**src/rtl/config_pkg.sv**
```systemverilog
// Shared number format, vector shape and operation encoding for the rowwise operation unit.
// Signed Q8.8 elements; every ALU result saturates to the 16-bit signed range.
package config_pkg;

  localparam int VectorLength = 8;
  localparam int FracBits     = 8;
  localparam int IdxWidth     = $clog2(VectorLength);

  typedef logic signed [15:0] element_t;
  typedef element_t [VectorLength-1:0] vector_t;

  typedef enum logic [2:0] {ADD, SUB, MUL, DIV, EXP} operation_t;
  typedef enum logic [1:0] {IDLE, BUSY, DONE} state_t;

  function automatic element_t sat16(input logic signed [31:0] x);
    if (x > 32'sd32767)       return 16'sh7FFF;
    else if (x < -32'sd32768) return 16'sh8000;
    else                      return x[15:0];
  endfunction

endpackage

```
**src/rtl/rowwise_element_alu.sv**
```systemverilog
// Combinational single-element ALU: ADD/SUB/MUL/DIV/EXP on Q8.8 operands, saturated output.
// EXP uses 2^(x*log2 e) with a linear mantissa, so it is an approximation of e^x.
module rowwise_element_alu
  import config_pkg::*;
(
  input  operation_t op_i,
  input  element_t   a_i,
  input  element_t   b_i,
  output element_t   result_o
);

  logic signed [31:0] a_ext;
  logic signed [31:0] b_ext;
  logic signed [31:0] prod;
  logic signed [31:0] y;
  logic signed [31:0] k;
  logic        [15:0] mant;

  // NOTE: every variable gets a default at the top so no path leaves one unassigned (no latches).
  always_comb begin
    a_ext    = {{16{a_i[15]}}, a_i};
    b_ext    = {{16{b_i[15]}}, b_i};
    prod     = '0;
    y        = '0;
    k        = '0;
    mant     = '0;
    result_o = '0;
    case (op_i)
      ADD: result_o = sat16(a_ext + b_ext);
      SUB: result_o = sat16(a_ext - b_ext);
      MUL: begin
        prod     = a_ext * b_ext;
        result_o = sat16(prod >>> FracBits);
      end
      DIV: begin
        if (b_i == '0) result_o = a_i[15] ? 16'sh8000 : 16'sh7FFF;
        else           result_o = sat16((a_ext <<< FracBits) / b_ext);
      end
      EXP: begin
        // 369 = log2(e) in Q8.8; k is the integer exponent, y[7:0] the fraction.
        y    = (a_ext * 32'sd369) >>> FracBits;
        k    = y >>> FracBits;
        mant = 16'd256 + {8'd0, y[7:0]};
        if (k >= 32'sd7)       result_o = 16'sh7FFF;
        else if (k < -32'sd9)  result_o = '0;
        else if (k >= 32'sd0)  result_o = mant << k;
        else                   result_o = mant >> (-k);
      end
      default: result_o = '0;
    endcase
  end

endmodule

```
**src/rtl/rowwise_operation_unit.sv**
```systemverilog
// Valid/ready stage applying one elaboration-selected operation element-by-element to two
// vectors through a shared ALU, one element per cycle: IDLE -> BUSY (8 cycles) -> DONE.
module rowwise_operation_unit
  import config_pkg::*;
#(
  parameter operation_t operation = ADD
) (
  input  logic    clk_i,
  input  logic    rst_i,
  input  vector_t a_i,
  input  vector_t b_i,
  input  logic    in_valid_i,
  output logic    in_ready_o,
  output logic    out_valid_o,
  input  logic    out_ready_i,
  output vector_t vector_o
);

  localparam logic [IdxWidth-1:0] LastIdx = IdxWidth'(VectorLength - 1);

  state_t              state_q, state_d;
  logic [IdxWidth-1:0] idx_q, idx_d;
  vector_t             a_q, a_d;
  vector_t             b_q, b_d;
  vector_t             result_q, result_d;
  element_t            alu_result;
  logic                accept;

  rowwise_element_alu u_alu (
    .op_i     (operation),
    .a_i      (a_q[idx_q]),
    .b_i      (b_q[idx_q]),
    .result_o (alu_result)
  );

  // NOTE: sequential state uses non-blocking assignments so all flops update from pre-edge values.
  always_ff @(posedge clk_i) begin
    if (rst_i) begin
      state_q  <= IDLE;
      idx_q    <= '0;
      result_q <= '0;
    end else begin
      state_q  <= state_d;
      idx_q    <= idx_d;
      result_q <= result_d;
    end
  end

  // NOTE: operand registers are pure data, always loaded before use, so they carry no reset.
  always_ff @(posedge clk_i) begin
    a_q <= a_d;
    b_q <= b_d;
  end

  always_comb begin
    state_d = state_q;
    case (state_q)
      IDLE:    if (accept)             state_d = BUSY;
      BUSY:    if (idx_q == LastIdx)   state_d = DONE;
      DONE:    if (out_ready_i)        state_d = IDLE;
      default:                         state_d = IDLE;
    endcase
  end

  always_comb begin
    in_ready_o  = (state_q == IDLE) && !rst_i;
    out_valid_o = (state_q == DONE);
  end

  assign accept = in_valid_i && in_ready_o;

  always_comb begin
    a_d      = a_q;
    b_d      = b_q;
    idx_d    = idx_q;
    result_d = result_q;
    if (accept) begin
      a_d   = a_i;
      b_d   = b_i;
      idx_d = '0;
    end else if (state_q == BUSY) begin
      result_d[idx_q] = alu_result;
      idx_d           = idx_q + 1'b1;
    end
  end

  assign vector_o = result_q;

endmodule

```
**config.mk**
```make
export PLATFORM = sky130hd
export DESIGN_NAME = rowwise_operation_unit
export DESIGN_NICKNAME = d
export VERILOG_FILES = /design/src/rtl/config_pkg.sv /design/src/rtl/rowwise_element_alu.sv /design/src/rtl/rowwise_operation_unit.sv
export SDC_FILE = /design/constraint.sdc
export NUM_CORES = 1
export LEC_CHECK = 0
export ABC_AREA = 1
export BUFFER_PORTS_ARGS = -buffer_cell sky130_fd_sc_hd__clkbuf_2
export CAP_MARGIN = 10
export CORE_UTILIZATION = 55
export CTS_CLUSTER_SIZE = 40
export DETAILED_ROUTE_END_ITERATION = 8
export GPL_TIMING_DRIVEN = 0
export PLACE_DENSITY = 0.82
export SKIP_CTS_REPAIR_TIMING = 1
export SLEW_MARGIN = 20
export SYNTH_ARGS = -nofsm -noshare
export SYNTH_HDL_FRONTEND = slang
export SYNTH_SLANG_ARGS = --single-unit
```
**constraint.sdc**
```tcl
create_clock -name clk_i -period 20.6 [get_ports clk_i]
set_input_delay 3.09 -clock clk_i [delete_from_list [all_inputs] [get_ports clk_i]]
set_output_delay 3.09 -clock clk_i [all_outputs]
set_load 0.02 [all_outputs]
```
# After elaboration in Yosys (flattened, before gate mapping)
# Index checks and enable logic that the tools add are counted.
classes:
  n_shift: 0
  n_bitwise: 1
  n_mux: 13
  div: 0
  n_eq_ne: 6
  add_sub_neg: 2
  n_lt_le_gt_ge: 4
  n_reduce_logical: 8
  mul: 0
ops:
  columns: ["operator", "n"]
  rows:
  - ["128-bit bitwise mux", 1]
  - ["16-bit binary-select mux with 3-bit select", 2]
  - ["16-bit two-way mux", 5]
  - ["16-bit demux with 3-bit select", 1]
  - ["32-bit by 16-bit > comparator with 1-bit output, second input constant", 1]
  - ["32-bit by 16-bit < comparator with 1-bit output, second input constant", 1]
  - ["16-bit by 16-bit adder with 17-bit output", 1]
  - ["2-bit two-way mux", 3]
  - ["2-bit case mux with 3 select lines", 1]
  - ["3-bit by 4-bit < comparator with 1-bit output, second input constant", 1]
  - ["2-bit != test, second input constant", 2]
  - ["3-bit by 1-bit adder with 3-bit output, second input constant", 1]
  - ["3-bit equality test, second input constant", 1]
  - ["3-bit by 1-bit greater-or-equal comparator with 1-bit output, second input constant", 1]
  - ["1-bit logical AND", 3]
  - ["3-bit AND reduction", 1]
  - ["2-bit by 1-bit equality test with 1-bit output, second input constant", 1]
  - ["2-bit equality test, second input constant", 1]
  - ["2-bit logical NOT", 1]
  - ["2-bit by 1-bit != test with 1-bit output, second input constant", 1]
  - ["2-bit AND reduction", 1]
  - ["2-bit OR reduction", 1]
  - ["1-bit logical NOT", 1]
  - ["1-bit NOT", 1]
totals:
  in_bits: 260
  elab_cells: 60
  memories: 0
  rom_bits: 0
  regBits: 389
  mem_bits_rw: 0
  latch_bits: 0

# Logic depth before layout (Yosys ltp)
# Gate-level depths: netlist of run 1.
depth:
  word_depth: 7
  depth_mapped: 24
  mapped_depth_nobuf: 22

# By module
# Synthesis of run 1 repeated with hierarchy kept, for this count alone.
unflattened:
  hier_cells: 8590
  area_unflattened_um2: 60148.9
by_module_without_submodules:
  columns: ["mod", "area_each_um2", "cells_per_inst", "n_inst"]
  rows:
  - ["rowwise_element_alu", 44365.0, 6929, 1]
  - ["rowwise_operation_unit", 15783.9, 1661, 1]

# Worst setup path after synthesis of run 1
# OpenSTA, ideal clock, no wires.
synth_timing:
  path_type: "input to register"
  from: "input rst_i"
  to: "register a_q[0] (netlist bit) (enable)"
  cell_stages: 3
  slack_ns: 11.270
  required_ns: 19.993
  arrival_time_ns: 8.723
  path_cell_list: "nor3_1 nand2_1 inv_1"
synth_via:
  elab_chain_len: 3
synth_rtl:
  columns: ["element", "line", "rtl"]
  rows:
  - ["from (decl)", "rowwise_operation_unit.sv:9", "input logic rst_i,"]
  - ["1-bit logical NOT", "rowwise_operation_unit.sv:66", "in_ready_o = (state_q == IDLE) && !rst_i;"]
  - ["1-bit logical AND", "rowwise_operation_unit.sv:66", null]
  - ["1-bit logical AND", "rowwise_operation_unit.sv:70", "assign accept = in_valid_i && in_ready_o;"]
  - ["net accept", "rowwise_operation_unit.sv:27", "logic accept;"]
  - ["to (signal assigned)", "rowwise_operation_unit.sv:51", "a_q <= a_d;"]
  - ["to (decl)", "rowwise_operation_unit.sv:23", "vector_t a_q, a_d;"]
# The timed path passes the listed nets, and every way through them passes these cells.
# A chain may end at the register's enable or synchronous reset.

# Worst setup path after layout of run 1
layout_timing:
  from: "input rst_i"
  to: "output in_ready_o"
layout_via:
  elab_chain_len: 2
layout_rtl:
  columns: ["element", "line", "rtl"]
  rows:
  - ["1-bit logical NOT", "rowwise_operation_unit.sv:66", null]
  - ["1-bit logical AND", "rowwise_operation_unit.sv:66", null]
  - ["to (decl)", "rowwise_operation_unit.sv:13", "output logic in_ready_o,"]
# No other way between the ends.

==> flow_summary.json, run 1 <==
{
  "max_cap_violations": 0,
  "start_util_pct": 55.8,
  "rsz0062_at_grt": "false",
  "cts_tree": "built",
  "dieArea_um2": 29800,
  "ctsHtreeMaxLevel": 2,
  "die_h_um": 173,
  "setup_tns_ns": 0,
  "whs_endpoint": "vector_o[48]",
  "drc": 0,
  "crit_type": "input pin to output pin",
  "netlist_area_um2": 16000,
  "core_area_um2": 28700,
  "synth_cells": 1645,
  "final_net_count": 2357,
  "slew_violations": 0,
  "r2r_slack_ns": 15.55,
  "regToRegEndpoint": "vector_o[7]",
  "finalSetupViolCount": 0,
  "grt_pass1_wl_um": 71600,
  "synth_cell_type_count": 31,
  "drive_gt1_share_pct": 23.8,
  "fp.dieW_um": 173,
  "synthArstFlopShare_pct": 0,
  "ys_top_cells_by_area": "edfxtp_1 (48%), dfxtp_1 (17%), nor2_1 (10%), o21ai_0 (4.9%), nand2_1 (4.4%)",
  "syn_to_final_growth_pct": 24.1,
  "clk_pin_slew_ns": 0.06,
  "pwr_density_cell_nw_per_um2": 102,
  "r2r_cells": 20,
  "vdd_ir_drop_max_uv": 76.6,
  "ant_nets": 0,
  "tightest_slew_ns": 0.722,
  "holdPathStages": 2,
  "ios": 390,
  "required_ns": 17.51,
  "grt_max_degree": 106,
  "power.leakage_nw": 8.99,
  "synth_ff_type": "edfxtp_1",
  "grt_pass1_vias": 13300,
  "clk_path_buf_depth": 3,
  "clockRootBuffer": "clkbuf_16",
  "placed_cells_incl_taps": 2420,
  "relSlewSlack_pct": 51.9,
  "instances_no_fill": 2495,
  "track_usage_pct": 31.4,
  "synth_seq_cells": 389,
  "status": "finished, final reports clean",
  "cp_data_arrival_time_ns": 3.76,
  "wirelength_um": 46900,
  "period_share_pct": 33.3,
  "r2r-start": "idx_q[0]",
  "synth_top_area_share_pct": 48.0,
  "finalHoldViolCount": 0,
  "drt_iter0_markers": 1377,
  "io_buffers": 389,
  "fmax_ghz": 0.146,
  "cts_buffers": 40,
  "crit_fanout": 3,
  "dp.final_hpwl_um": 33100,
  "fp-row-count": 62,
  "synth_most_common_cell": "nor2_1",
  "routabilityCongestion": 0.891,
  "ys_top_cells_by_count": "nor2_1 (434), edfxtp_1 (256), nand2_1 (189), o21ai_0 (157), inv_1 (142)",
  "insertion_delay_ns": 0.53,
  "yosysSeqAreaShare_pct": 64.7,
  "min_from": "vector_o[48]",
  "synth_top_area_cell": "edfxtp_1",
  "vias": 13400,
  "synth_edf_count": 256,
  "hp-class": "register to register",
  "drtPass1Iterations": 5,
  "syn_avg_cell_area_um2": 9.73,
  "clock_sinks": 389,
  "fin_crit_ns": 6.85,
  "wl_per_cell_um": 18.8,
  "synth_nets": 1924,
  "finClkSkew_ns": 0.0133,
  "cp-start-kind": "input pin",
  "fillers": 2142,
  "ys_warn_count": 0,
  "cp-end-kind": "output pin",
  "grt_overflow": 0,
  "antenna_found_initial": 3,
  "vias_per_cell": 5.38
}
==> metrics by stage <==
step | util [%] | power, W | setup WS (ns) | cell area (µm²) | hold WS, ns
floorplan | - | 0.00112 | 11.27 | 16000 | 0.560
global placement | 64.2 | 0.00128 | 9.71 | 18400 | 0.521
detailed placement | 64.5 | 0.00128 | 13.75 | 18500 | 0.537
CTS | 69.2 | 0.00202 | 13.74 | 19900 | 0.547
global route | 69.2 | 0.00209 | 13.74 | 19900 | 0.571
finish | 69.2 | 0.00202 | 13.75 | 19900 | 0.545
==> cells by family (layout without fill, tap and decap cells) <==
kind of cell             count (synthesis)  after routing  share of synthesized area [%]
AO/OA/AOI/OAI                          240            240                           8.32
XOR/XNOR                                 9              9                          0.492
adder cells (fa/ha/maj)                 19             19                           1.53
buffers and inverters                  232            695                           5.85
flip-flops                             389            389                           64.7
other                                    0              3                              0
AND/OR/NAND/NOR                        756            756                           19.1
==> power by group <==
part	leakage (nW)	switching (W)	total (W)	internal, W
logic	4.87	0.000289	0.000393	0.000104
clock network	0.672	0.000294	0.000750	0.000455
registers	3.45	0.0000121	0.000880	0.000868
==> critical path, cell delays in order <==
cell	delay (ns)
clkbuf_2	0.10
nor3_1	0.33
clkbuf_2	0.25
==> area by class of cell <==
cell class                 count  area [µm²]  area share [%]
sequential                   389       10300            52.1
clock buffer                  58        1160            5.85
timing repair buffer         391        2000            10.1
inverter                     144         548            2.76
multi-input combinational   1024        4720            23.8
clock inverter                14         206            1.04
antenna                        3        7.51          0.0378
tap                          384         480            2.42
buffer                        88         397            2.00
==> state kept, by name, summed over array words and instances, names as in the netlist <==
name	count
state_q	2
a_q	128
b_q	128
vector_o	128
idx_q	3
==> worst max path at each step <==
stage           from    endpoint  slack [ns]  cells after the start
2_1_floorplan  rst_i      a_q[0]       11.27                      3
3_3_place_gp   rst_i     a_q[25]        9.71                      4
3_5_place_dp   rst_i  in_ready_o       13.75                      3
4_1_cts        rst_i  in_ready_o       13.74                      3
5_1_grt        rst_i  in_ready_o       13.74                      3
6_report       rst_i  in_ready_o       13.75                      3
==> placed cells by master (no fill, tap or decap), types with 2 or more instances in the layout <==
cell	count
bufinv_16	5
clkbuf_1	53
o2111ai_1	31
nand2_2	7
clkinv_2	3
diode_2	3
buf_6	2
edfxtp_1	256
clkbuf_2	391
inv_2	2
buf_1	12
o21bai_1	2
o21ai_0	157
nand2_4	7
inv_6	2
clkbuf_16	41
inv_1	141
nand3_1	109
buf_16	2
dfxtp_1	133
nand2_1	189
clkbuf_8	7
nor2_1	434
clkinv_1	2
xor2_1	7
xnor2_1	2
and2_1	2
buf_2	28
nor3_1	4
ha_1	18
nand4_1	2
a21oi_1	46
==> metal layers <==
layer  part of all wire [%]  GRT usage (%)  wire length, µm
met5                      0              0                0
met1                     38           39.1            17900
met3                    8.2           5.26             3870
met2                     48           52.6            22500
met4                    5.6           17.0             2650
(Power assumes the default switching activity.)
==> run 2: changes to the inputs <==
- ABC_AREA: 1 -> 0
- CORE_UTILIZATION: 55 -> 48
- PLACE_DENSITY: 0.82 -> 0.76
- clock period: 20.6 -> 6.25 ns (I/O delays scaled with it)
==> run 2 against run 1 <==
Against the previous run:
- synthesized area decreased by 4.5%
- combinational power increased by 89%
- global-route usage fell by 7.2 points
- clock power increased to 2.9 times the previous value
- worst setup slack got worse by 13 ns
- utilization is 7.8 points lower
- critical path depth up 11
- clock skew is 0.0022 ns higher
- final area fell by 4.2%
- non-clock buffer count shrank 23
- register-to-register slack lost 15 ns
- wire length fell by 16%
- highest routed layer unchanged
==> flow_summary.json, run 2 <==
{
  "status": "finished, final reports clean",
  "fp.dieW_um": 180,
  "synth_edf_count": 256,
  "relSlewSlack_pct": 32.5,
  "drc": 0,
  "die_h_um": 180,
  "grt_overflow": 0,
  "syn_avg_cell_area_um2": 15.2,
  "regToRegEndpoint": "vector_o[6]",
  "clockRootBuffer": "clkbuf_16",
  "layout_commonest_cell": "clkbuf_2",
  "fp-row-count": 64,
  "synth_cell_type_count": 51,
  "max_cap_violations": 0,
  "io_buffers": 388,
  "min_from": "vector_o[26]",
  "drtPass1Iterations": 6,
  "crit_fanout": 10,
  "netlist_area_um2": 15300,
  "r2r-start": "idx_q[0]",
  "required_ns": 6.61,
  "synth_cells": 1008,
  "ios": 390,
  "track_usage_pct": 24.2,
  "cp-start-kind": "register",
  "finalHoldViolCount": 0,
  "dp.final_hpwl_um": 29000,
  "finClkSkew_ns": 0.0156,
  "grt_pass1_vias": 10500,
  "wl_per_cell_um": 21.3,
  "drive_gt1_share_pct": 38.6,
  "r2r_slack_ns": 0.35,
  "vias_per_cell": 5.60,
  "intPower_w": 0.00436,
  "fmax_ghz": 0.170,
  "insertion_delay_ns": 0.52,
  "cts_buffers": 39,
  "yosysSeqAreaShare_pct": 67.7,
  "p_sw_w": 0.00144,
  "core_area_um2": 31000,
  "crit_type": "register to register",
  "synth_top_area_share_pct": 50.3,
  "p_clk_share_pct": 37.6,
  "ys_top_cells_by_count": "edfxtp_1 (256), dfxtp_1 (133), nor2_1 (115), a211oi_1 (91), mux4_2 (64)",
  "grt_max_degree": 64,
  "cts_tree": "built",
  "holdPathStages": 2,
  "vias": 10400,
  "synth_seq_cells": 389,
  "whs_endpoint": "vector_o[26]",
  "period_share_pct": 94.3,
  "pwr_density_cell_nw_per_um2": 304,
  "cp_data_arrival_time_ns": 6.26,
  "syn_to_final_growth_pct": 24.5,
  "synth_nets": 1287,
  "wirelength_um": 39600,
  "ctsHtreeMaxLevel": 2,
  "tightest_slew_ns": 1.01,
  "vdd_ir_drop_max_uv": 244,
  "swShare_pct": 24.8,
  "insertedDiodeCount": 0,
  "cp-end-kind": "register",
  "synth_most_common_cell": "edfxtp_1",
  "pre_cts_ws_ns": -0.171,
  "clk_pin_slew_ns": 0.06,
  "ant_nets": 0,
  "start_util_pct": 49.3,
  "clock_sinks": 389,
  "hp-class": "register to register",
  "synthArstFlopShare_pct": 0,
  "ys_warn_count": 0,
  "power.leakage_nw": 7.13,
  "slew_violations": 0,
  "drt_iter0_markers": 616,
  "fin_crit_ns": 5.90,
  "placed_cell_area_um2": 17800,
  "routabilityCongestion": 0.853,
  "stdcell_area_um2": 19000,
  "final_net_count": 1720,
  "clk_path_buf_depth": 3,
  "r2r_cells": 14,
  "setup_ws_ns": 0.353,
  "antenna_found_initial": 0,
  "synth_ff_type": "edfxtp_1",
  "finalSetupViolCount": 0,
  "grt_pass1_wl_um": 59200,
  "final_cell_mix": "clkbuf_2 (394), edfxtp_1 (256), dfxtp_1 (133)",
  "pwr-share-seq_pct": 49.5,
  "dieArea_um2": 32600,
  "synth_top_area_cell": "edfxtp_1",
  "comb_power_share_pct": 12.8,
  "ys_top_cells_by_area": "edfxtp_1 (50%), dfxtp_1 (17%), mux4_2 (9.4%), a211oi_1 (4.5%), nor2_1 (2.8%)"
}
-- run 2: cell count changes in the layout (fill, tap and decap cells not counted), sizes merged, moves of 20 or more --
cell     previous run  this run
o2111ai            31         0
nand3             109         5
mux4                0        64
inv               146         5
mux2                0        32
nand2             203        33
nand3b              1        27
buf                45        17
nor2              434       115
a21oi              46        26
o21ai             157        23
a211oi              1        92
-- run 2: logic make-up (layout without fill, tap and decap cells) --
kind of cell	Yosys count	count (layout)	synth area share, %
buf+inv	68	526	1.74
fa+ha+maj	22	22	1.80
xor+xnor	10	10	0.573
simple gates	209	209	6.31
mux	106	106	12.4
compound gates	204	204	9.43
flops	389	389	67.7
-- run 2: worst max-delay path by stage --
stage,startpoint,endpoint,slack (ns),cells past startpoint
after global placement,rst_i,a_q[99],-0.25,4
after global routing,idx_q[0],vector_o[54],-0.01,14
after detailed placement,idx_q[0],vector_o[99],-0.17,14
final,idx_q[0],vector_o[6],0.35,14
after floorplan,rst_i,a_q[0],0.73,4
after CTS,idx_q[0],vector_o[120],-0.21,14
-- run 2: stage by stage --
step / instances / setup TNS, ns / utilization (%) / power (W) / hold WS (ns)
2_1_floorplan: 1008 / 0 / - / 0.00335 / 0.535
6_report: 1862 / 0 / 61.4 / 0.00580 / 0.463
3_3_place_gp: 1792 / -54.27 / 57.2 / 0.00363 / 0.446
3_5_place_dp: 1796 / -5.92 / 57.6 / 0.00365 / 0.455
4_1_cts: 1862 / -7.17 / 61.3 / 0.00582 / 0.464
5_1_grt: 1862 / -0.0126 / 61.4 / 0.00598 / 0.499
-- run 2: cell type report --
class	instances	area [µm²]
multi-input cells	551	4710
clock buffers	52	1040
well taps	396	495
inverters	4	15.0
repair buffers	392	2040
flip-flops and latches	389	10300
plain buffers	64	258
clock inverters	14	120
fillers	2391	12000
-- run 2: power groups by stage --
stage	registers, W	logic, W	clock network (W)
4_1_cts	0.00287	0.000731	0.00221
6_report	0.00287	0.000744	0.00218
3_5_place_dp	0.00293	0.000728	0
3_3_place_gp	0.00293	0.000703	0
5_1_grt	0.00288	0.000798	0.00231
2_1_floorplan	0.00295	0.000403	0
-- run 2: worst max-delay path: stages, from the launching register on --
cell	delay, ns
dfxtp_1	0.42
buf_1	0.69
buf_1	0.76
mux4_2	0.59
mux2_2	0.30
ha_1	0.32
buf_2	0.18
a21oi_1	0.16
o21ai_0	0.10
a31oi_1	0.24
a31oi_1	0.25
a211oi_2	0.61
o31ai_4	0.22
nor2_1	0.72
a211oi_1	0.17
-- run 2: routing by layer --
metal,track usage [%],wire length (µm),up-vias
li1,-,-,4830
met1,28.9,15500,5034
met2,42.8,19900,491
met3,6.22,3240,79
met4,7.42,1030,0
met5,0,0,-
